File: config.mk
export PLATFORM = sky130hd
export DESIGN_NAME = midi_voice_allocator
export DESIGN_NICKNAME = d
export VERILOG_FILES = /design/src/rtl/midi_voice_allocator.sv
export SDC_FILE = /design/constraint.sdc
export NUM_CORES = 1
export LEC_CHECK = 0
export ABC_AREA = 1
export BUFFER_PORTS_ARGS = -buffer_cell sky130_fd_sc_hd__buf_2
export CORE_UTILIZATION = 30
export CTS_CLUSTER_DIAMETER = 200
export DETAILED_ROUTE_END_ITERATION = 12
export PLACE_DENSITY = 0.58
export SLEW_MARGIN = 5
export SYNTH_ARGS = -nofsm -noshare
export SYNTH_HDL_FRONTEND = slang
export SYNTH_SLANG_ARGS = --single-unit
File: constraint.sdc
create_clock -name iCLK -period 2.6 [get_ports iCLK]
set_clock_uncertainty 0.05 [all_clocks]
set_input_delay 0.26 -clock iCLK [delete_from_list [all_inputs] [get_ports iCLK]]
set_output_delay 0.26 -clock iCLK [all_outputs]
set_load 0.01 [all_outputs]
File: src/rtl/midi_voice_allocator.sv
// MIDI channel-voice parser with running status, feeding a voice allocator.
// Allocation order is retrigger, then free voice, then steal the oldest voice.
module midi_voice_allocator #(
  parameter int         pVoiceNum = 4,
  parameter logic [3:0] pMidiCh   = 4'h0
) (
  input  logic                     iCLK,
  input  logic                     iRST,
  input  logic [7:0]               iMidiRd,
  input  logic                     iMidiVd,
  output logic [pVoiceNum-1:0]     oVoiceGate,
  output logic [7*pVoiceNum-1:0]   oVoiceNote,
  output logic [7*pVoiceNum-1:0]   oVoiceVel,
  output logic [pVoiceNum-1:0]     oVoiceTrig,
  output logic                     oVoiceStolen,
  output logic [1:0]               oParserState
);

  localparam int IW = $clog2(pVoiceNum);

  typedef enum logic [1:0] {S_IDLE = 2'd0, S_D1 = 2'd1, S_D2 = 2'd2} state_t;

  state_t         state, stateNxt;
  logic [7:0]     runStatus, runStatusNxt;
  logic [6:0]     d1, d1Nxt;
  logic           msgDone;
  logic [6:0]     msgD1, msgD2;

  logic [pVoiceNum-1:0] gate, gateNxt;
  logic [pVoiceNum-1:0] trig, trigNxt;
  logic                 stolen, stolenNxt;
  logic [6:0]           note    [pVoiceNum];
  logic [6:0]           noteNxt [pVoiceNum];
  logic [6:0]           vel     [pVoiceNum];
  logic [6:0]           velNxt  [pVoiceNum];
  logic [IW-1:0]        rank    [pVoiceNum];
  logic [IW-1:0]        rankNxt [pVoiceNum];

  // Parser. Handshake: a byte is consumed in exactly the cycles where
  // iMidiVd is high; there is no backpressure, so msgDone is a one-cycle
  // strobe in the cycle carrying the final byte of a message.
  always_comb begin
    stateNxt     = state;
    runStatusNxt = runStatus;
    d1Nxt        = d1;
    msgDone      = 1'b0;
    if (iMidiVd) begin
      if (iMidiRd >= 8'hF8) begin
        stateNxt = state;
      end else if (iMidiRd >= 8'hF0) begin
        runStatusNxt = 8'h00;
        stateNxt     = S_IDLE;
      end else if (iMidiRd[7]) begin
        runStatusNxt = iMidiRd;
        stateNxt     = S_D1;
      end else begin
        case (state)
          S_IDLE, S_D1: begin
            if (state == S_D1 || runStatus[7]) begin
              d1Nxt = iMidiRd[6:0];
              // Program change and channel pressure carry a single data byte.
              if (runStatus[7:5] == 3'b110) begin
                msgDone  = 1'b1;
                stateNxt = S_D1;
              end else begin
                stateNxt = S_D2;
              end
            end
          end
          S_D2: begin
            msgDone  = 1'b1;
            stateNxt = S_D1;
          end
          default: stateNxt = S_IDLE;
        endcase
      end
    end
  end

  assign msgD1 = (state == S_D2) ? d1 : iMidiRd[6:0];
  assign msgD2 = iMidiRd[6:0];

  logic chOk, noteOn, noteOff, allOff;
  assign chOk    = msgDone && (runStatus[3:0] == pMidiCh);
  assign noteOn  = chOk && (runStatus[7:4] == 4'h9) && (msgD2 != 7'd0);
  assign noteOff = chOk && ((runStatus[7:4] == 4'h8) ||
                            ((runStatus[7:4] == 4'h9) && (msgD2 == 7'd0)));
  assign allOff  = chOk && (runStatus[7:4] == 4'hB) && (msgD1 == 7'h7B);

  logic          hit, free;
  logic [IW-1:0] hitIdx, freeIdx, oldIdx, allocIdx;

  // Lowest index wins for both the key match and the free-voice search.
  always_comb begin
    hit     = 1'b0;
    free    = 1'b0;
    hitIdx  = '0;
    freeIdx = '0;
    oldIdx  = '0;
    for (int v = pVoiceNum - 1; v >= 0; v--) begin
      if (gate[v] && (note[v] == msgD1)) begin
        hit    = 1'b1;
        hitIdx = IW'(v);
      end
      if (!gate[v]) begin
        free    = 1'b1;
        freeIdx = IW'(v);
      end
      if (rank[v] == IW'(pVoiceNum - 1)) oldIdx = IW'(v);
    end
    if (hit)       allocIdx = hitIdx;
    else if (free) allocIdx = freeIdx;
    else           allocIdx = oldIdx;
  end

  always_comb begin
    gateNxt   = gate;
    trigNxt   = '0;
    stolenNxt = 1'b0;
    for (int v = 0; v < pVoiceNum; v++) begin
      noteNxt[v] = note[v];
      velNxt[v]  = vel[v];
      rankNxt[v] = rank[v];
    end
    if (noteOn) begin
      noteNxt[allocIdx] = msgD1;
      velNxt[allocIdx]  = msgD2;
      gateNxt[allocIdx] = 1'b1;
      trigNxt[allocIdx] = 1'b1;
      stolenNxt         = !hit && !free;
      // Voices younger than the allocated one age by one; it becomes newest.
      for (int v = 0; v < pVoiceNum; v++) begin
        if (rank[v] < rank[allocIdx]) rankNxt[v] = rank[v] + IW'(1);
      end
      rankNxt[allocIdx] = '0;
    end else if (noteOff) begin
      if (hit) gateNxt[hitIdx] = 1'b0;
    end else if (allOff) begin
      gateNxt = '0;
    end
  end

  always_ff @(posedge iCLK) begin
    if (iRST) begin
      state     <= S_IDLE;
      runStatus <= 8'h00;
      d1        <= 7'd0;
      gate      <= '0;
      trig      <= '0;
      stolen    <= 1'b0;
      for (int v = 0; v < pVoiceNum; v++) begin
        note[v] <= 7'd0;
        vel[v]  <= 7'd0;
        rank[v] <= IW'(v);
      end
    end else begin
      state     <= stateNxt;
      runStatus <= runStatusNxt;
      d1        <= d1Nxt;
      gate      <= gateNxt;
      trig      <= trigNxt;
      stolen    <= stolenNxt;
      for (int v = 0; v < pVoiceNum; v++) begin
        note[v] <= noteNxt[v];
        vel[v]  <= velNxt[v];
        rank[v] <= rankNxt[v];
      end
    end
  end

  for (genvar v = 0; v < pVoiceNum; v++) begin : gPack
    assign oVoiceNote[7*v +: 7] = note[v];
    assign oVoiceVel[7*v +: 7]  = vel[v];
  end

  assign oVoiceGate   = gate;
  assign oVoiceTrig   = trig;
  assign oVoiceStolen = stolen;
  assign oParserState = state;

endmodule
==> impl_metrics.ini <==
[status]
status = finished, final reports clean

[logic_synthesis]
syn_avg_cell_area_um2 = 6.959
ys_top_cells_by_area = dfxtp_1, nand2_1, nand3_1, inv_1, a21oi_1
synthCells = 671
yosys.area.top_type = dfxtp_1
synth_edf_count = 0
seq_area_frac_synth_pct = 38.59
mappedNetlistArea_um2 = 4669
synthesis.nets = 686
synthFlopType = dfxtp_1
yosys_warnings = 0
ys_seq_elements = 90
synth_top_area_share_pct = 38.59
synthArstFlopShare_pct = 0
ys_types = 36

[power]
p_int_w = 0.002197
power.density_nw_per_um2 = 480.3
pwr-share-seq_pct = 45.9
vdd_drop_max_v = 0.0004295
power_frac_comb_pct = 11.8
clkPwrFrac_pct = 42.3
p_leak_nw = 2.924
p_sw_w = 0.0008745
swShare_pct = 28.47

[cts]
cts_root_buffer = clkbuf_16
clkSinkCount = 90
htree_levels = 3
clkLatencyLatePin_ns = 0.36
cts_buffers = 9
clk_pin_slew_ns = 0.07
clk_path_buf_depth = 2
cts_tree = built

[setup_path]
r2r_setup_slack_ns = 0.04
end_kind = flop
crit_required_ns = 2.77
path_buf_inv = 3
worstPathMaxFanout = 8
path_cells = buf_4 > nand3_4 > nand2_4 > buf_4 > nand2_1 > nand2_1 > nand2_1 > nor2_1 > nand2_1 > nand2_2 > nand2_1 > nand2_2 > buf_4 > nand3_2 > nand2_2 > nand2_4 > nand2_4 > nand2_1 > nand3_1 > nand2_1 > nand2_1 > nand2_1
worst_ep_arrival_time_ns = 2.74
timing.critical_path.mode_cell = nand2_1
crit_family = simple AND/OR/NAND/NOR gates
cp-start-kind = flop
cp_slowest_cell = dfxtp_4
crit_path_max_incr_delay_ns = 0.42
crit_type = flop to flop

[global_routing]
first_global_vias = 4589
antenna_found_initial = 0
grt_first_pass_wirelength_um = 24570
grt_max_degree = 38
grt-ovfl-total = 0
grt_use_total_pct = 19.83

[sta]
drv_slew = 0
period_needed_ns = 2.564
fmax_ghz = 0.3900
worst_pin_slew_ns = 0.6202
setup_viol = 0
tns_ns = 0
hold_viol = 0
rsz0062_at_grt = true
slew_headroom_pct = 58.61
period_share_pct = 98.61

[final_layout]
mostFrequentLayoutCells = nand2_1, dfxtp_1, inv_1
nFillCells = 1598
multi_input_area_um2 = 2734
register_area_um2 = 1807
final_common_cell = nand2_1
layout-drive-gt1-share_pct = 34.08
layout.nets = 817
final_cells = 995
diodes = 0
syn_to_final_growth_pct = 36.98
post-route-util_pct = 42.07

[floorplan]
io_pins = 78
rows = 45
core_area_um2 = 15200
dieArea_um2 = 16070
die_x_um = 126.8
initial_utilization_pct = 30.72
die-height_um = 126.8

[routing]
drt-initial-drc-count = 348
drc = 0
firstDrtPassIters = 5
vias = 4878
routedWlPerCell_um = 15.56
route.antenna.remaining_nets = 0
drt-total-wl_um = 15480
via_per_inst = 4.903

[placed_design]
numPortBuffers = 77
dp.final_hpwl_um = 11170
gp_congestion = 0.9089
dp_cells = 964

[hold_path]
hold_path_class = primary input to flop

[job]
cap_violations = 0
## layout make-up
| type | count | area share (%) |
|---|---|---|
| clock inverter | 7 | 1.095 |
| multi-input combinational | 465 | 42.74 |
| clock buffer | 9 | 3.521 |
| inverter | 95 | 5.771 |
| tap | 188 | 3.678 |
| sequential | 90 | 28.25 |
| timing repair buffer | 141 | 14.95 |
## final timing paths
path | start | cells after the start | endpoint
worst max-delay path | oParserState[1]$_SDFFE_PP0P_ | 22 | rank[3][0]$_SDFFE_PP1N_
worst min-delay path | iMidiRd[1] | 3 | runStatus[1]$_SDFFE_PP0P_
worst max register to register | oParserState[1]$_SDFFE_PP0P_ | 22 | rank[3][0]$_SDFFE_PP1N_
worst min register to register | vel[0][0]$_SDFFE_PP0P_ | 2 | vel[0][0]$_SDFFE_PP0P_
## cell usage after synthesis (2+ instances only)
cell type and number:
a21oi_1 57, inv_1 81, nand2_2 14, nand3_2 5, nand3_4 2, dfxtp_1 90, nor2_2 5, clkbuf_1 8
buf_6 6, nand3_1 74, o211ai_1 2, buf_4 3, buf_2 3, o21ai_0 46, a31oi_1 3, ha_1 4
nor2_4 8, inv_2 13, nand2_4 5, nor4_1 4, o22ai_1 14, nand4_1 6, nor2_1 34, nor3_1 6
nand2_1 154, nand3b_1 3, o21ai_1 12
## logic make-up after synthesis
logic type | Yosys count | synth area share [%]
AO/OA/AOI/OAI | 139 | 16.08
adder cells (fa/ha/maj) | 4 | 1.072
buffers and inverters | 116 | 10.69
flip-flops | 90 | 38.59
AND/OR/NAND/NOR | 322 | 33.57
## per-layer routing
metal,vias to the layer above,GRT usage [%],wire length (um)
met4,0,5.252,184
met5,-,0,0
met2,133,33.41,7536
met1,2251,25.01,6843
met3,14,5.272,916
li1,2480,-,-
## registers in the layout, summed over array words and instances, names as in the netlist
register,flops
oVoiceTrig,4
runStatus,8
d1,7
oParserState,2
vel,28
note,28
oVoiceStolen,1
oVoiceGate,4
rank,8
## per-stage QoR
stage	total power [W]	hold slack (ns)	worst slack, ns	area [um^2]
global route	0.003194	0.1464	-0.1603	6396
detailed placement	0.001746	0.4026	-0.1094	5553
CTS	0.003060	0.1317	0.009528	6065
finish	0.003072	0.1393	0.03610	6396
floorplan	0.001627	0.3546	0.1892	4669
global placement	0.001746	0.3882	-0.07538	5553
## worst register-to-register path, stage by stage (launching register included)
cell	delay (ns)
dfxtp_4	0.42
buf_4	0.17
nand3_4	0.13
nand2_4	0.12
buf_4	0.11
nand2_1	0.04
nand2_1	0.06
nand2_1	0.05
nor2_1	0.10
nand2_1	0.08
nand2_2	0.07
nand2_1	0.06
nand2_2	0.11
buf_4	0.14
nand3_2	0.12
nand2_2	0.11
nand2_4	0.05
nand2_4	0.12
nand2_1	0.09
nand3_1	0.09
nand2_1	0.05
nand2_1	0.05
nand2_1	0.04
## what timing repair did
action	4_1_cts	5_1_grt
cloned	2	0
hold endpoints to repair	0	0
setup buffers	8	10
pin swaps	9	42
gates resized for setup	27	100
hold buffers	0	0
endpoints found under the setup margin	64	67
## power groups by stage
stage                     Clock [W]  Combinational, W  Sequential, W
after floorplan                   0          0.000192        0.00144
after global placement            0          0.000309        0.00144
after detailed placement          0          0.000309        0.00144
after CTS                   0.00133          0.000321        0.00141
after global routing        0.00138          0.000401        0.00141
final                       0.00130          0.000362        0.00141
No activity file was read; power rests on OpenSTA's default activity.
